### config.mk
export PLATFORM = sky130hd
export DESIGN_NAME = alu_result_queue
export DESIGN_NICKNAME = d
export VERILOG_FILES = /design/src/rtl/alu_result_queue.sv
export SDC_FILE = /design/constraint.sdc
export NUM_CORES = 1
export LEC_CHECK = 0
export CAP_MARGIN = 10
export CORE_ASPECT_RATIO = 1.4
export CORE_MARGIN = 3
export CORE_UTILIZATION = 40
export CTS_CLUSTER_DIAMETER = 200
export DETAILED_ROUTE_END_ITERATION = 16
export MAX_ROUTING_LAYER = met4
export PLACE_DENSITY = 0.72
export SLEW_MARGIN = 20
export SYNTH_ARGS = -nofsm -noshare
export SYNTH_HDL_FRONTEND = slang
export SYNTH_SLANG_ARGS = --single-unit
### constraint.sdc
create_clock -name clk -period 2.05 [get_ports clk]
set_clock_uncertainty 0.2 [all_clocks]
set_input_delay 0.205 -clock clk [delete_from_list [all_inputs] [get_ports clk]]
set_output_delay 0.205 -clock clk [all_outputs]
set_load 0.02 [all_outputs]
### src/rtl/alu_result_queue.sv
// ALU result selector with Z/N/C/V flag generation, illegal-opcode detection
// and a DEPTH-entry valid/ready result FIFO ahead of writeback.
module alu_result_queue #(
    parameter int N     = 4,
    parameter int DEPTH = 2,
    parameter int CNT_W = 8
) (
    input  logic             clk,
    input  logic             rst,
    input  logic             in_valid,
    output logic             in_ready,
    input  logic [3:0]       select,
    input  logic [N-1:0]     out_suma,
    input  logic             c_suma,
    input  logic             v_suma,
    input  logic [N-1:0]     out_subs,
    input  logic             c_subs,
    input  logic             v_subs,
    input  logic [2*N-1:0]   out_mult,
    input  logic [N-1:0]     out_div,
    input  logic [N-1:0]     out_mod,
    input  logic [N-1:0]     out_and,
    input  logic [N-1:0]     out_or,
    input  logic [N-1:0]     out_xor,
    input  logic [N-1:0]     out_shift_l,
    input  logic [N-1:0]     out_shift_r,
    output logic             out_valid,
    input  logic             out_ready,
    output logic [N-1:0]     out,
    output logic [N-1:0]     outaux,
    output logic [3:0]       flags,
    output logic             illegal,
    output logic [CNT_W-1:0] illegal_cnt
);

    localparam int AW = (DEPTH > 1) ? $clog2(DEPTH) : 1;
    localparam int CW = $clog2(DEPTH + 1);

    typedef enum logic [3:0] {
        OP_ADD  = 4'b0000,
        OP_SUB  = 4'b0001,
        OP_AND  = 4'b0010,
        OP_OR   = 4'b0011,
        OP_MOD  = 4'b0100,
        OP_MULT = 4'b0101,
        OP_DIV  = 4'b0110,
        OP_XOR  = 4'b0111,
        OP_SHL  = 4'b1000,
        OP_SHR  = 4'b1001
    } op_e;

    typedef struct packed {
        logic [N-1:0] low;
        logic [N-1:0] high;
        logic [3:0]   flags;
        logic         illegal;
    } entry_t;

    op_e          op;
    entry_t       ent;
    entry_t       mem [DEPTH];
    entry_t       last;
    entry_t       head;
    logic [AW-1:0] wr_ptr;
    logic [AW-1:0] rd_ptr;
    logic [CW-1:0] count;
    logic         push;
    logic         pop;

    assign op = op_e'(select);

    // Entry formation; flags are {Z,N,C,V}.
    always_comb begin
        ent = '0;
        case (op)
            OP_ADD: begin
                ent.low      = out_suma;
                ent.flags[1] = c_suma;
                ent.flags[0] = v_suma;
            end
            OP_SUB: begin
                ent.low      = out_subs;
                ent.flags[1] = c_subs;
                ent.flags[0] = v_subs;
            end
            OP_AND:  ent.low = out_and;
            OP_OR:   ent.low = out_or;
            OP_MOD:  ent.low = out_mod;
            OP_MULT: begin
                ent.low      = out_mult[N-1:0];
                ent.high     = out_mult[2*N-1:N];
                ent.flags[1] = |out_mult[2*N-1:N];
            end
            OP_DIV:  ent.low = out_div;
            OP_XOR:  ent.low = out_xor;
            OP_SHL:  ent.low = out_shift_l;
            OP_SHR:  ent.low = out_shift_r;
            default: ent.illegal = 1'b1;
        endcase
        if (!ent.illegal) begin
            ent.flags[3] = (op == OP_MULT) ? (out_mult == '0) : (ent.low == '0);
            ent.flags[2] = (op == OP_MULT) ? ent.high[N-1] : ent.low[N-1];
        end
    end

    assign out_valid = (count != '0);
    assign in_ready  = (count < CW'(DEPTH));
    assign push      = in_valid & in_ready;
    assign pop       = out_valid & out_ready;

    always_ff @(posedge clk) begin
        if (push) mem[wr_ptr] <= ent;
    end

    // last holds the most recently popped entry so outputs stay put when empty.
    always_ff @(posedge clk or posedge rst) begin
        if (rst) begin
            wr_ptr      <= '0;
            rd_ptr      <= '0;
            count       <= '0;
            last        <= '0;
            illegal_cnt <= '0;
        end else begin
            if (push) wr_ptr <= wr_ptr + AW'(1);
            if (pop) begin
                rd_ptr <= rd_ptr + AW'(1);
                last   <= mem[rd_ptr];
            end
            case ({push, pop})
                2'b10:   count <= count + CW'(1);
                2'b01:   count <= count - CW'(1);
                default: count <= count;
            endcase
            if (push && ent.illegal && (illegal_cnt != '1))
                illegal_cnt <= illegal_cnt + CNT_W'(1);
        end
    end

    assign head    = out_valid ? mem[rd_ptr] : last;
    assign out     = head.low;
    assign outaux  = head.high;
    assign flags   = head.flags;
    assign illegal = head.illegal;

endmodule

* Yosys cells after proc, flatten, opt, wreduce, memory -nomap -nowiden
Memory sizes are Yosys's and may differ from the RTL's.
Cells that the tools add are included.
** Storage, ports and cells
- Register bits :: 25
- Latch bits :: 0
- Memory bits (writable) :: 26
- ROM bits :: 0
- Output and inout port bits :: 23
- Logic and storage cells :: 50
- Memories :: 1
** Operators by class
- $add $sub $neg :: 5
- $mul :: 0
- Div/mod/pow operators :: 0
- Magnitude comparators :: 1
- Equality and inequality tests :: 12
- Shifts and indexed selects :: 0
- Muxes and demuxes :: 12
- Bitwise operators :: 2
- Reduce and logical (&&, ||, !) cells :: 9
** Memory list
- mem :: words 2, bits a word 13, read ports 1, clocked after Yosys merged registers in 0, wr ports 1, line 61 : entry_t mem [DEPTH];
** Operator list (count)
- case mux 4 bit (10 select lines) :: 1
- == test 4 x 3 -> 1 bit (second input constant) :: 4
- two-way mux 13 bit :: 1
- OR reduction 10 bit :: 1
- adder 8 x 1 -> 8 bit (second input constant) :: 1
- == test 4 x 2 -> 1 bit (second input constant) :: 2
- == test 4 bit (second input constant) :: 2
- logical NOT 4 bit :: 2
- logical NOT 8 bit :: 1
- != test 8 bit (second input constant) :: 1
- two-way mux 1 bit :: 5
- == test 4 x 1 -> 1 bit (second input constant) :: 1
- two-way mux 4 bit :: 1
- case mux 2 bit (2 select lines) :: 1
- nonzero test 2 bit :: 2
- OR reduction 4 bit :: 1
- case mux 1 bit (3 select lines) :: 1
- adder 1 bit (second input constant) :: 2
- adder 2 x 1 -> 2 bit (second input constant) :: 1
- AND 1 bit :: 2
- == test 2 x 1 -> 1 bit (second input constant) :: 1
- == test 2 bit (second input constant) :: 1
- logical AND 1 bit :: 2
- < comparator 2 bit (second input constant) :: 1
- other kinds (3) :: 3

* Longest topological paths before layout
Gate-level depths: netlist of the first run.
- Word-level depth :: 5
- Depth in mapped cells :: 9

* Worst setup path before layout of the first run
Ideal clock, no wire load.
- Path type :: register -> register
- Start point :: register count[0]
- End point :: register count[1]
- Arrival :: 1.786 ns
- Required time :: 1.770 ns
- Path slack :: -0.016 ns
- Stages on the path, launching flop included :: 9
- Buffers on the path :: 2
- Period minus slack after synthesis :: 2.066 ns
- Cells stage by stage :: dfrtp_1 -> or2_2 -> buf_2 -> nand2_1 -> buf_2 -> inv_1 -> ha_1 -> nor2_1 -> xnor2_1
** Between the ends
- Cells in the longest elaborated chain, start to end :: 4
- Elaborated cells between the ends (all ways) :: 10
- Classes of those cells :: add/sub (2); order compare (1); eq/ne (2); mux (1); bitwise (2); reduce/logical (2)
** RTL lines
- start, declared :: line 66 : logic [CW-1:0] count;
- start signal, assigned :: line 130 : 2'b10: count <= count + CW'(1);
- start signal, assigned :: line 131 : 2'b01: count <= count - CW'(1);
- start signal, assigned :: line 132 : default: count <= count;
- nonzero test 2 bit (*) :: line 106 : assign out_valid = (count != '0);
- AND 1 bit (*) :: line 109 : assign pop = out_valid & out_ready;
- net pop :: line 68 : logic pop;
- == test 2 x 1 -> 1 bit or == test 2 bit (tied branches) :: line 129 : case ({push, pop})
- case mux 2 bit (2 select lines) or nonzero test 2 bit (tied branches)
Mark *: on every way through the listed nets, which the timed path passes. The rest lies on a longest branch.
A chain may end at the register's enable or synchronous reset.

* Worst setup path in the final report of the first run
- Start point :: register count[0]
- End point :: output out[1]
** Between the ends
- Cells in the longest elaborated chain, start to end :: 2
** RTL lines
- nonzero test 2 bit :: line 106
- two-way mux 13 bit :: line 139 : assign head = out_valid ? mem[rd_ptr] : last;
- end, declared :: line 29 : output logic [N-1:0] out,
Every way passes these cells.

==> summary.txt, run 1 <==
final hold vios - 0
post-route cell area - 3850 µm²
via count - 2161
Crit-path slowest cell - dfrtp_1
global placer's final weighted congestion - 0.871
Simple-Gate Fraction of Synth Area - 0.156
CTS Sinks - 51
HP Class - input port to async pin
combinational family with the most area after synthesis - simple AND/OR/NAND/NOR gates
highest clock rate - 518 MHz
grt ovf - 0
Starting Density - 0.421
CTS H-tree depth - 2
initial antenna violation count - 0
commonest non-fill, non-tap cells in the layout - clkdlybuf4s50_1 (60), buf_4 (34), edfxtp_1 (26), nor2_1 (25), dfrtp_1 (25)
Cell Area, Synth - 2690 µm²
Post-Synth XOR/XNOR Area - 0.0391
Post-Place Cell Area - 3780 µm²
Synth Area in Adders - 0.00932
top_reg_cell synth - edfxtp_1
Iter 0 DRT Violations - 67
Seq/Total Area, Yosys - 0.524
largest net degree at the start of global routing - 29
Die Footprint - 7750 µm²
final wirelength - 6.09 mm
nets@finish - 414
crit-path max cell delay - 0.39 ns
Inserted Clock Buffers - 5
root buf cell - clkbuf_8
Post-Syn Instances - 245
first-pass GRT wire length - 10.0 mm
WHS - 0.0552 ns
latest clock arrival within the worst-skew pair - 0.29 ns
die span in y - 103 µm
unrepaired setup endpoints after global routing - false
mean area per synthesized cell - 11.0 µm²
Reg clk slew, reported paths - 0.09 ns
max_slew headroom - 0.699
drt pass-1 iters - 4
HPWL Detailed - 4.84 mm
DIE WIDTH - 75.3 µm
static leakage - 0.00165 µW
Net Count, Synth - 303
IO Count - 79
Final Cycle Share - 0.941
mux contribution to synthesized area - 0.0997
number of global-route vias before repair - 2245
Yosys warning total - 0
PwrDens - 1050 nW/µm²
most common cell after layout, fill and taps aside - clkdlybuf4s50_1
Max Root-Sink Buffers - 2
Detail Route Antenna Nets - 0
register bit total from synthesis - 51
max-cap viol count - 0
worst path cell trace - or2_2 > buf_12 > a21oi_1 > buf_2
port bufs - 78
Util after Layout - 0.604
worst slew pin tran - 0.448 ns
CP Launch Type - register
vias per cell - 5.04
compound-gate portion of the synthesized area - 0.135
status - completed
Worst EP arrival - 1.52 ns
Post-synth ARST share - 0.490
share of post-route cells with drive strength above 1 - 0.224
VDD IR max - 0.493 mV
Critical Path RT - 1.64 ns
Ant. Diodes - 0
wire per inst - 14.2 µm
Distinct cells, synth - 49
Worst Setup End Kind - primary output
number of synthesized flops with an enable pin - 26
Tmin final - 1.93 ns
Post-route DRC - 0
total track usage - 0.172
Crit Path Class - register to primary output
maximum fanout along the worst path - 28
Site Rows - 34
final setup violation count - 0
CTS tree - yes
area delta synth->final - 43.5%
core area - 6380 µm²
Slew Limit Fails - 0
-- routing by layer --
metal	vias to the layer above	GRT usage	wire (µm)
met4	0	0.0458	126
li1	1106	-	-
met3	8	0.0244	219
met2	68	0.309	3250
met5	-	-	0
met1	979	0.198	2500
-- worst max-delay path, delay by kind of cell (launching register included) --
kind                   cells  cell delay (ns)
DFF                        1             0.39
buffers and inverters      2             0.36
and+or+nand+nor            1             0.32
AOI/OAI and AO/OA          1             0.15
-- registers in the layout (all words and copies together) (netlist names) --
signal / cells
mem: 26
last: 13
illegal_cnt: 8
count: 2
rd_ptr: 1
wr_ptr: 1
-- area by class of cell --
cell class                      instances  area [µm²]
Tap cell                               72        90.1
Inverter                                5        18.8
Fill cell                             564        2530
Multi-Input combinational cell        175        1210
Clock buffer                            7        76.3
Clock inverter                          1        5.00
Timing Repair Buffer                  118        1050
Sequential cell                        51        1410
-- kinds of logic after synthesis --
kind of cell | Yosys count
multiplexers | 25
AND/OR/NAND/NOR | 83
flip-flops | 51
buffers and inverters | 19
AO/OA/AOI/OAI | 53
XOR/XNOR | 12
adder cells (fa/ha/maj) | 2
-- final timing paths --
check	from	end	slack [ns]	cells past startpoint
setup / recovery	count[0]	out[1]	0.12	4
hold / removal	rst	count[0]	0.06	3
hold reg to reg	last[11]	last[11]	0.29	2
min in group clk	last[11]	last[11]	0.29	2
setup reg to reg	illegal_cnt[1]	illegal_cnt[5]	0.13	6
max in group asynchronous	rst	illegal_cnt[2]	1.34	3
-- through the flow --
step / TNS [ns] / setup WS [ns] / instances / power, µW
finish: 0 / 0.120 / 429 / 4040
global route: 0 / 0.00814 / 429 / 4330
CTS: 0 / 0.00240 / 427 / 4180
detailed placement: -3.72 / -0.341 / 418 / 3720
global placement: -2.85 / -0.299 / 418 / 3670
floorplan: 0 / 0.0188 / 245 / 2730
-- where the power goes --
group,switching (µW),internal (µW),total [µW]
registers,155,1390,1550
logic,1060,885,1950
clock network,308,240,548
-- repair_timing --
item / in CTS / in global routing
gates resized for setup: 35 / 22
hold buffers: 0 / 0
endpoints found under the setup margin: 18 / 23
pin swaps: 0 / 7
setup buffers: 1 / 1
cloned: 0 / 1
endpoints found under the hold margin: 0 / 0
-- synthesized netlist by cell type, drive strengths merged, types with 3 or more instances --
library cell / count / area [µm²]
nor4: 5 / 31.3
nor2b: 3 / 21.3
dfrtp: 25 / 626
nor2: 25 / 93.8
xor2: 3 / 26.3
mux2: 8 / 97.6
nand3b: 4 / 30.0
and3: 5 / 36.3
nand4: 4 / 25.0
o21ai: 19 / 98.8
edfxtp: 26 / 781
and2: 5 / 31.3
a2bb2oi: 3 / 38.8
a22oi: 6 / 50.1
nand2: 22 / 82.6
a21oi: 14 / 70.1
xnor2: 9 / 78.8
buf: 13 / 80.1
mux2i: 17 / 170
inv: 5 / 18.8
Power figures use the tool's default switching activity.
==> run 2: changes to the inputs <==
Clock period 2.05 ns to 1.6 ns, I/O delays scaled along.
==> summary.txt, run 2 (synthesis gave the netlist of run 1 again) <==
Detail Route Antenna Nets - 0
post-place setup slack - -0.625 ns
root buf cell - clkbuf_8
Slew Limit Fails - 0
unrepaired setup endpoints after global routing - true
R2R Path End - count[1]
total track usage - 0.198
Site Rows - 34
Worst Path Buf+Inv - 2
most common cell after layout, fill and taps aside - buf_4
Reg clk slew, reported paths - 0.09 ns
Tmin final - 1.85 ns
drt pass-1 iters - 4
port bufs - 78
crit-path max cell delay - 0.39 ns
commonest non-fill, non-tap cells in the layout - buf_4 (59), clkdlybuf4s50_1 (35), edfxtp_1 (26), dfrtp_1 (23), buf_6 (22)
IO Count - 79
CP Launch Type - register
static leakage - 0.00215 µW
max_slew headroom - 0.729
Tot Pwr - 7450 µW
Crit-path slowest cell - dfrtp_1
CTS Sinks - 51
HP Class - input port to async pin
R2R depth - 8
largest net degree at the start of global routing - 28
first-pass GRT wire length - 11.5 mm
nets@finish - 455
core area - 6380 µm²
max reg flops - 26
max-cap viol count - 0
number of global-route vias before repair - 2567
die span in y - 103 µm
Max Root-Sink Buffers - 2
cell family contributing the most delay on the critical path - simple AND/OR/NAND/NOR gates
via count - 2479
Ant. Diodes - 0
global placer's final weighted congestion - 0.846
final wirelength - 7.53 mm
placed instance count - 438
vias per cell - 5.27
latest clock arrival within the worst-skew pair - 0.29 ns
maximum fanout along the worst path - 7
post-route insts no fill - 470
Worst Setup End Kind - primary output
wire per inst - 16.0 µm
Final Worst Setup Slack - -0.251 ns
worst path cell trace - or2_4 > buf_16 > nor2_4 > a21oi_4 > buf_6
initial antenna violation count - 0
CTS H-tree depth - 2
biggest regs - mem (26), last (13), illegal_cnt (8)
HPWL Detailed - 4.94 mm
Final Cycle Share - 1.16
Worst EP arrival - 1.49 ns
Crit Path Class - register to primary output
RR Startpoint - count[0]
area delta synth->final - 81.8%
final setup violation count - 38
Hold-fix buffers, CTS - 0
failing checks - setup timing
CTS tree - yes
Post-route DRC - 0
most flop-heavy register - mem
Die Footprint - 7750 µm²
grt ovf - 0
Inserted Clock Buffers - 5
PwrDens - 1520 nW/µm²
final hold vios - 0
worst slew pin tran - 0.402 ns
Starting Density - 0.421
Util after Layout - 0.765
highest clock rate - 540 MHz
WHS - 0.0113 ns
share of post-route cells with drive strength above 1 - 0.472
r2r setup slk - -0.20 ns
Iter 0 DRT Violations - 83
status - finished with violations
VDD IR max - 0.771 mV
DIE WIDTH - 75.3 µm
Critical Path RT - 1.24 ns
[run 2: cell count changes in the layout (fill, tap and decap cells not counted), sizes merged]
cell | previous run | this run
buf | 45 | 96
clkdlybuf4s50 | 60 | 35
dlygate4sd2 | 3 | 11
dlymetal6s2s | 2 | 10
clkbuf | 15 | 10
clkdlybuf4s15 | 0 | 2
bufbuf | 0 | 1
clkinv | 1 | 2
[run 2: per-layer routing]
metal,part of all wire,GRT usage,up-vias
met5,0,-,-
met4,0.025,0.0781,0
met3,0.033,0.0293,14
met2,0.60,0.368,72
met1,0.34,0.205,1195
li1,-,-,1198
[run 2: metrics by stage]
step	area, µm²	setup TNS [ns]
2_1_floorplan	2920	-4.53
3_3_place_gp	4150	-23.02
3_5_place_dp	4150	-24.58
4_1_cts	4630	-4.31
5_1_grt	4880	-7.15
6_report	4880	-4.67
[run 2: worst register-to-register path, stage by stage (launching register included)]
cell,delay [ns]
dfrtp_1,0.39
or2_4,0.33
buf_16,0.18
nand2_8,0.07
inv_4,0.04
ha_4,0.15
xnor2_2,0.12
nor2_1,0.13
xnor2_1,0.12
[run 2: power breakdown]
| group | internal, µW | total (µW) | switching (µW) | leakage, µW |
|---|---|---|---|---|
| combinational | 2450 | 4580 | 2130 | 0.00154 |
| sequential | 1790 | 2080 | 291 | 0.000559 |
| clock | 395 | 782 | 387 | 0.0000538 |
[run 2: how the worst max path moves through the flow]
stage	depth (start not counted)	slack (ns)	startpoint	end
floorplan	6	-0.27	illegal_cnt[0]	illegal_cnt[5]
global placement	7	-0.60	select[2]	mem[0][3]
detailed placement	6	-0.63	select[1]	mem[0][9]
CTS	4	-0.25	count[1]	out[2]
global route	5	-0.31	count[0]	flags[0]
finish	5	-0.25	count[0]	flags[0]
[run 2: what timing repair did]
| item | 4_1_cts | 5_1_grt |
|---|---|---|
| gates resized for setup | 167 | 64 |
| buffers inserted | 9 | 6 |
| pin swaps | 27 | 31 |
| cloned | 6 | 4 |
| setup endpoints to repair | 80 | 61 |
[run 2: final cells by class]
class	count	area (µm²)
Timing Repair Buffer	159	1610
Fill cell	410	1500
Clock inverter	2	8.76
Clock buffer	6	93.8
Tap cell	72	90.1
Multi-Input combinational cell	175	1650
Inverter	5	21.3
Sequential cell	51	1410
